File: config.mk
export PLATFORM = sky130hd
export DESIGN_NAME = serial_rx_fifo
export DESIGN_NICKNAME = d
export VERILOG_FILES = /design/src/rtl/serial_rx_fifo.sv
export SDC_FILE = /design/constraint.sdc
export NUM_CORES = 1
export LEC_CHECK = 0
export BUFFER_PORTS_ARGS = -buffer_cell sky130_fd_sc_hd__buf_2
export CORE_MARGIN = 4
export CORE_UTILIZATION = 50
export CTS_CLUSTER_DIAMETER = 80
export DETAILED_ROUTE_END_ITERATION = 8
export PLACE_DENSITY = 0.7
export SYNTH_ARGS = -nofsm -noshare
export SYNTH_HDL_FRONTEND = slang
export SYNTH_SLANG_ARGS = --single-unit
File: constraint.sdc
create_clock -name clk25 -period 3.5 [get_ports clk25]
set_clock_uncertainty 0.05 [all_clocks]
set_input_delay 0 -clock clk25 [delete_from_list [all_inputs] [get_ports clk25]]
set_output_delay 0 -clock clk25 [all_outputs]
set_load 0.02 [all_outputs]
File: src/rtl/serial_rx_fifo.sv
// serial_rx_fifo: oversampled UART receiver (3-sample majority vote, frame check) feeding a
// valid/ready receive FIFO. Define SERIAL_RX_PARITY_EN to add a checked parity bit after the data.
module serial_rx_fifo #(
    parameter int CLK_HZ     = 25000000,
    parameter int BAUD       = 57600,
    parameter int OVERSAMPLE = 16,
    parameter int DATA_BITS  = 8,
    parameter int FIFO_DEPTH = 16,
    parameter int FIFO_AW    = 4,
    parameter int PARITY_ODD = 0
) (
    input  logic                 clk25,
    input  logic                 rst_n,
    input  logic                 serrx,
    output logic [DATA_BITS-1:0] rd_data,
    output logic                 rd_valid,
    input  logic                 rd_ready,
    output logic [FIFO_AW:0]     count,
    output logic                 frame_err,
    output logic                 parity_err,
    output logic                 overrun,
    output logic [2:0]           err_sticky,
    input  logic                 clr_err
);

    localparam int DIV_RAW = CLK_HZ / (BAUD * OVERSAMPLE);
    localparam int DIV     = (DIV_RAW < 1) ? 1 : DIV_RAW;
    localparam int DW      = (DIV > 1) ? $clog2(DIV) : 1;
    localparam int SW      = $clog2(OVERSAMPLE);
    localparam int BW      = $clog2(DATA_BITS + 1);

    localparam logic [DW-1:0]      DIV_LAST = DW'(DIV - 1);
    localparam logic [DW-1:0]      DIV_ZERO = DW'(0);
    localparam logic [DW-1:0]      DIV_ONE  = DW'(1);
    localparam logic [SW-1:0]      SC_ZERO  = SW'(0);
    localparam logic [SW-1:0]      SC_ONE   = SW'(1);
    localparam logic [SW-1:0]      SC_V0    = SW'(OVERSAMPLE / 2 - 1);
    localparam logic [SW-1:0]      SC_V1    = SW'(OVERSAMPLE / 2);
    localparam logic [SW-1:0]      SC_V2    = SW'(OVERSAMPLE / 2 + 1);
    localparam logic [SW-1:0]      SC_LAST  = SW'(OVERSAMPLE - 1);
    localparam logic [BW-1:0]      BIT_ZERO = BW'(0);
    localparam logic [BW-1:0]      BIT_ONE  = BW'(1);
    localparam logic [BW-1:0]      BIT_LAST = BW'(DATA_BITS - 1);
    localparam logic [FIFO_AW-1:0] PTR_ZERO = FIFO_AW'(0);
    localparam logic [FIFO_AW-1:0] PTR_ONE  = FIFO_AW'(1);
    localparam logic [FIFO_AW:0]   CNT_ZERO = (FIFO_AW + 1)'(0);
    localparam logic [FIFO_AW:0]   CNT_ONE  = (FIFO_AW + 1)'(1);
    localparam logic [FIFO_AW:0]   CNT_FULL = (FIFO_AW + 1)'(FIFO_DEPTH);

    typedef enum logic [2:0] {
        ST_IDLE    = 3'd0,
        ST_START   = 3'd1,
        ST_DATA    = 3'd2,
`ifdef SERIAL_RX_PARITY_EN
        ST_PARITY  = 3'd3,
`endif
        ST_STOP    = 3'd4,
        ST_WAIT_HI = 3'd5
    } state_t;

    function automatic logic maj3(input logic a, input logic b, input logic c);
        return (a & b) | (a & c) | (b & c);
    endfunction

    function automatic logic exp_parity(input logic [DATA_BITS-1:0] d);
        return (^d) ^ (PARITY_ODD != 0);
    endfunction

    logic                 sync1_q, rxs_q;
    logic [DW-1:0]        div_q;
    logic                 tick_s, vote_s;
    state_t               state_q, state_d;
    logic [SW-1:0]        sc_q, sc_d;
    logic [BW-1:0]        bit_q, bit_d;
    logic                 s0_q, s0_d, s1_q, s1_d;
    logic [DATA_BITS-1:0] shreg_q, shreg_d;
    logic                 push_q, push_d;
    logic                 fe_set_s, pe_set_s, ov_set_s;
    logic                 frame_err_q, parity_err_q, overrun_q;
    logic [2:0]           sticky_q, sticky_d;
`ifdef SERIAL_RX_PARITY_EN
    logic                 par_bad_q, par_bad_d;
`endif

    logic [DATA_BITS-1:0] mem_q [FIFO_DEPTH];
    logic [FIFO_AW-1:0]   wptr_q, wptr_d, rptr_q, rptr_d;
    logic [FIFO_AW:0]     count_q, count_d;
    logic                 valid_q, valid_d;
    logic                 pop_s, full_s, wr_en_s;

    assign tick_s = (div_q == DIV_LAST);
    assign vote_s = maj3(s0_q, s1_q, rxs_q);

    // Two-flop synchroniser; resets idle-high so reset release never looks like a start bit.
    always_ff @(posedge clk25) begin
        if (!rst_n) begin
            sync1_q <= 1'b1;
            rxs_q   <= 1'b1;
        end else begin
            sync1_q <= serrx;
            rxs_q   <= sync1_q;
        end
    end

    // Free-running oversample tick divider.
    always_ff @(posedge clk25) begin
        if (!rst_n) begin
            div_q <= DIV_ZERO;
        end else if (tick_s) begin
            div_q <= DIV_ZERO;
        end else begin
            div_q <= div_q + DIV_ONE;
        end
    end

    // Receiver state, sample and error-pulse registers.
    always_ff @(posedge clk25) begin
        if (!rst_n) begin
            state_q      <= ST_IDLE;
            sc_q         <= SC_ZERO;
            bit_q        <= BIT_ZERO;
            s0_q         <= 1'b1;
            s1_q         <= 1'b1;
            shreg_q      <= {DATA_BITS{1'b0}};
            push_q       <= 1'b0;
            frame_err_q  <= 1'b0;
            parity_err_q <= 1'b0;
`ifdef SERIAL_RX_PARITY_EN
            par_bad_q    <= 1'b0;
`endif
        end else begin
            state_q      <= state_d;
            sc_q         <= sc_d;
            bit_q        <= bit_d;
            s0_q         <= s0_d;
            s1_q         <= s1_d;
            shreg_q      <= shreg_d;
            push_q       <= push_d;
            frame_err_q  <= fe_set_s;
            parity_err_q <= pe_set_s;
`ifdef SERIAL_RX_PARITY_EN
            par_bad_q    <= par_bad_d;
`endif
        end
    end

    // Frame FSM: all decisions are taken on oversample ticks.
    always_comb begin
        state_d  = state_q;
        sc_d     = sc_q;
        bit_d    = bit_q;
        s0_d     = s0_q;
        s1_d     = s1_q;
        shreg_d  = shreg_q;
        push_d   = 1'b0;
        fe_set_s = 1'b0;
        pe_set_s = 1'b0;
`ifdef SERIAL_RX_PARITY_EN
        par_bad_d = par_bad_q;
`endif
        if (tick_s) begin
            sc_d = (sc_q == SC_LAST) ? SC_ZERO : sc_q + SC_ONE;
            if (sc_q == SC_V0) s0_d = rxs_q; else s0_d = s0_q;
            if (sc_q == SC_V1) s1_d = rxs_q; else s1_d = s1_q;
            case (state_q)
                ST_IDLE: begin
                    // The detecting tick is sample 0 of the start bit.
                    if (!rxs_q) begin
                        state_d = ST_START;
                        sc_d    = SC_ONE;
                    end else begin
                        state_d = ST_IDLE;
                        sc_d    = SC_ZERO;
                    end
                end
                ST_START: begin
                    if (sc_q == SC_V2 && vote_s) begin
                        state_d = ST_IDLE;
                        sc_d    = SC_ZERO;
                    end else if (sc_q == SC_LAST) begin
                        state_d = ST_DATA;
                        bit_d   = BIT_ZERO;
                    end else begin
                        state_d = ST_START;
                    end
                end
                ST_DATA: begin
                    if (sc_q == SC_V2) shreg_d = {vote_s, shreg_q[DATA_BITS-1:1]};
                    else shreg_d = shreg_q;
                    if (sc_q == SC_LAST && bit_q == BIT_LAST) begin
`ifdef SERIAL_RX_PARITY_EN
                        state_d = ST_PARITY;
`else
                        state_d = ST_STOP;
`endif
                    end else if (sc_q == SC_LAST) begin
                        bit_d = bit_q + BIT_ONE;
                    end else begin
                        state_d = ST_DATA;
                    end
                end
`ifdef SERIAL_RX_PARITY_EN
                ST_PARITY: begin
                    if (sc_q == SC_V2) par_bad_d = (vote_s != exp_parity(shreg_q));
                    else par_bad_d = par_bad_q;
                    if (sc_q == SC_LAST) state_d = ST_STOP;
                    else state_d = ST_PARITY;
                end
`endif
                ST_STOP: begin
                    if (sc_q == SC_V2) begin
                        if (vote_s) begin
                            // Back to IDLE right at the vote so a back-to-back start is caught.
                            state_d = ST_IDLE;
                            sc_d    = SC_ZERO;
`ifdef SERIAL_RX_PARITY_EN
                            push_d   = !par_bad_q;
                            pe_set_s = par_bad_q;
`else
                            push_d   = 1'b1;
`endif
                        end else begin
                            state_d  = ST_WAIT_HI;
                            fe_set_s = 1'b1;
                        end
                    end else begin
                        state_d = ST_STOP;
                    end
                end
                ST_WAIT_HI: begin
                    sc_d = SC_ZERO;
                    if (rxs_q) state_d = ST_IDLE;
                    else state_d = ST_WAIT_HI;
                end
                default: begin
                    state_d = ST_IDLE;
                    sc_d    = SC_ZERO;
                end
            endcase
        end else begin
            state_d = state_q;
        end
    end

    assign pop_s    = valid_q && rd_ready;
    assign full_s   = (count_q == CNT_FULL);
    assign wr_en_s  = push_q && (!full_s || pop_s);
    assign ov_set_s = push_q && full_s && !pop_s;

    // FIFO pointer/occupancy and sticky-error next state.
    always_comb begin
        wptr_d  = wr_en_s ? wptr_q + PTR_ONE : wptr_q;
        rptr_d  = pop_s ? rptr_q + PTR_ONE : rptr_q;
        case ({wr_en_s, pop_s})
            2'b10:   count_d = count_q + CNT_ONE;
            2'b01:   count_d = count_q - CNT_ONE;
            default: count_d = count_q;
        endcase
        valid_d = (count_d != CNT_ZERO);
        if (clr_err) sticky_d = 3'b000;
        else sticky_d = sticky_q;
        sticky_d = sticky_d | {ov_set_s, pe_set_s, fe_set_s};
    end

    // FIFO control and error registers.
    always_ff @(posedge clk25) begin
        if (!rst_n) begin
            wptr_q    <= PTR_ZERO;
            rptr_q    <= PTR_ZERO;
            count_q   <= CNT_ZERO;
            valid_q   <= 1'b0;
            overrun_q <= 1'b0;
            sticky_q  <= 3'b000;
        end else begin
            wptr_q    <= wptr_d;
            rptr_q    <= rptr_d;
            count_q   <= count_d;
            valid_q   <= valid_d;
            overrun_q <= ov_set_s;
            sticky_q  <= sticky_d;
        end
    end

    // FIFO storage; contents need no reset since rd_valid qualifies them.
    always_ff @(posedge clk25) begin
        if (wr_en_s) begin
            mem_q[wptr_q] <= shreg_q;
        end
    end

    assign rd_data    = mem_q[rptr_q];
    assign rd_valid   = valid_q;
    assign count      = count_q;
    assign frame_err  = frame_err_q;
    assign parity_err = parity_err_q;
    assign overrun    = overrun_q;
    assign err_sticky = sticky_q;

endmodule
==> impl_metrics.csv <==
group,metric,value,unit
status,status,"finished, final reports clean",
setup_path,path_cells,"buf_4 -> mux4_2 -> mux4_2 -> buf_2",
cells_and_area,fillCellCount,1148,
cts,tritoncts,"yes",
cells_and_area,area_delta_synth_final,12.08,%
placement,placed_area,0.007679,mm^2
setup_path,crit_arrival,2.66,ns
die,rows,44,
placement,portBuffers,22,
setup_path,slowest_stage,"dfxtp_1",
timing,fin_setup_tns,0,ns
drt,vias,4201,
drt,wl_per_cell,20.59,um
timing,hold_viol_final,0,
cts,clkTransAtPathRegs,0.06,ns
global_route,grt_usage,0.1892,
setup_path,required,3.45,ns
synthesis,synth_edf_count,128,
synthesis,ys_warn_count,0,
drt,drt_iter0_drc,414,
die,start_util,0.5117,
timing,period_needed,2.706,ns
setup_path,cp_common_cell,"mux4_2",
timing,post-route-period-util,0.7732,
timing,slew_headroom,0.3506,
setup_path,crit_type,"reg -> out",
cts,cts_setup_buffers,0,
synthesis,ys_ff_latch,179,
global_route,antenna_found_initial,0,
timing,max_freq,369.5,MHz
cells_and_area,drive_gt1_frac,0.1939,
setup_path,worstRegToRegCells,5,
drt,routed_wl,14620,um
synthesis,synth_flop_cell,"edfxtp_1",
cts,cts-resized-gates,0,
global_route,grt.overflow.total,0,
die,die_y,130.0,um
synthesis,syn-cell-area,0.007437,mm^2
synthesis,ys_types,59,
min_path,hold_path.class,"reg -> reg",
cts,cts.path.max_buffers,2,
global_route,grt_pass1_wl,23720,um
timing,rsz0062_at_grt,"no",
drt,drc,0,
synthesis,ys_async_sr_fraction,0,
drt,dr.pass1.iters,5,
global_route,first_global_vias,4255,
setup_path,endpoint,"rd_data[5]",
cells_and_area,diodes,0,
cells_and_area,stdcell_count,710,
synthesis,avgSynthCellArea,15.15,um^2
placement,place_congestion,0.8692,
placement,dp_cells,672,
setup_path,r2r_setup_slack,1.10,ns
drt,via_per_inst,5.917,
timing,drv_slew,0,
cells_and_area,final_nets,530,
setup_path,critPathMaxStageDelay,0.91,ns
timing,setup-violations-final,0,
setup_path,reg2reg_from,"count[2]",
drt,antenna_left,0,
die,die_area,0.01689,mm^2
synthesis,yosysSeqAreaShare,0.6541,
cts,clkLatencyLatePin,0.42,ns
cells_and_area,final_util,0.5735,
job,maxCapViolCount,0,
setup_path,worstSetupEndpointType,"output port",
timing,worst_pin_slew,0.9730,ns
cts,clock-sinks,179,
setup_path,crit_path_start_kind,"register",
cts,htree_levels,4,
global_route,grt_max_degree,30,
cells_and_area,fin_area,0.008335,mm^2
power_and_ir_drop,powerDensity,570.5,mW/mm^2
placement,place_hpwl,9585,um
power_and_ir_drop,ir_drop,0.3607,mV
cts,numCtsBuffers,17,
setup_path,r2r-end,"mem_q[2][3]",
setup_path,crit_fanout,18,
die,die_x,130.0,um
synthesis,synth_cells,491,
die,pin_count,25,
power_and_ir_drop,leakagePower,0.002795,uW
die,core_area,0.01453,mm^2
cts,cts_root_buf,"clkbuf_16",
-- kinds of logic after synthesis --
| kind of cell | Yosys count | share of synthesized area |
|---|---|---|
| DFF | 179 | 0.6541 |
| and+or+nand+nor | 137 | 0.09607 |
| AOI/OAI and AO/OA | 57 | 0.05148 |
| muxes | 51 | 0.1359 |
| buffers and inverters | 39 | 0.02372 |
| xor gates and xnor gates | 14 | 0.01649 |
| adders and majority gates | 13 | 0.02170 |
| other | 1 | 0.0005042 |
-- layout make-up --
class | count | area (um^2) | area share
clock buffer | 22 | 475.5 | 0.05704
clock inverter | 10 | 121.4 | 0.01456
inverter | 10 | 37.54 | 0.004503
multi-input combinational | 274 | 2400 | 0.2879
sequential | 179 | 4866 | 0.5838
tap | 184 | 230.2 | 0.02762
timing repair buffer | 31 | 205.2 | 0.02462
-- timing repair --
| action | in CTS | in global routing |
|---|---|---|
| endpoints found under the setup margin | 0 | 0 |
| hold buffers | 6 | 0 |
| endpoints found under the hold margin | 18 | 0 |
-- per-stage QoR --
step                      setup slack [ns]  total power (uW)  hold slack, ns
after floorplan                      1.432              2786         0.04432
after global placement               1.183              2896          0.1372
after detailed placement             1.123              2910          0.1354
after CTS                           0.7258              4779          0.3572
after global routing                0.6304              4949          0.3808
final                               0.7938              4756          0.3539
-- where the power goes --
part           switching (uW)  internal [uW]  total, uW
combinational             250            260        510
clock                     771           1120       1890
sequential               81.4           2270       2360
total                    1100           3650       4760
-- flip-flops by register name, indices dropped and copies added, names as in the netlist, 2 cells and up, named ones only --
register and flops:
shreg_q 8, state_q 3, count 5, sc_q 4
err_sticky 2, rptr_q 4, bit_q 4, wptr_q 4
div_q 5, mem_q 128
-- worst min path at each step --
stage | from | end | slack [ns] | cells after the start
3_5_place_dp | serrx | sync1_q | 0.14 | 2
2_1_floorplan | clr_err | err_sticky[2] | 0.04 | 1
6_report | sync1_q | rxs_q | 0.35 | 1
4_1_cts | sync1_q | rxs_q | 0.36 | 1
3_3_place_gp | serrx | sync1_q | 0.14 | 2
5_1_grt | sync1_q | rxs_q | 0.38 | 1
-- layout by cell type, fill, tap and decap left out, types with 4 or more instances in the layout --
cell	synthesis	layout
nand2b_1	4	4
nand2_1	24	24
o21ai_0	7	7
mux2i_1	11	11
a21oi_1	15	15
buf_2	6	22
nor3_1	9	9
o21ai_1	4	4
dlygate4sd3_1	0	6
nand4_1	5	5
inv_1	10	10
dfxtp_1	51	50
nand3_1	6	6
clkbuf_16	0	18
mux4_2	40	40
xnor2_1	7	7
ha_1	12	12
o22ai_1	4	4
nor2_1	43	43
edfxtp_1	128	128
xor2_1	7	7
and2_1	21	21
-- per-layer routing --
layer,share of wire,GRT usage,vias to the layer above,routed length (um)
met3,0.053,0.04175,14,780
met5,0,0,-,0
met2,0.49,0.3051,136,7228
met4,0.011,0.05501,0,168
met1,0.44,0.2618,2126,6438
li1,-,-,1925,-
-- synth_stat cells, drive strengths merged (3+ instances only) --
cell	number	area (um^2)
mux4	40	900.9
nand4	5	31.28
nor2b	3	18.77
o21a	3	22.52
and2	21	131.4
xnor2	7	61.31
buf	14	82.57
mux2i	11	110.1
nand2b	5	38.78
nand2	24	90.09
clkbuf	15	56.30
nor4	3	18.77
edfxtp	128	3844
o22ai	4	25.02
ha	12	150.1
nor3	10	61.31
o21ai	12	63.81
xor2	7	61.31
a21oi	16	83.83
inv	10	37.54
or4	3	22.52
dfxtp	51	1021
nor2	43	161.4
and3	3	18.77
a31oi	3	18.77
nand3	6	30.03
-- critical path, delay by kind of cell (launching register included) --
family	cells	cell delay, ns
buf+inv	2	0.49
flops	1	0.91
mux	2	0.82
(Power assumes the default switching activity.)
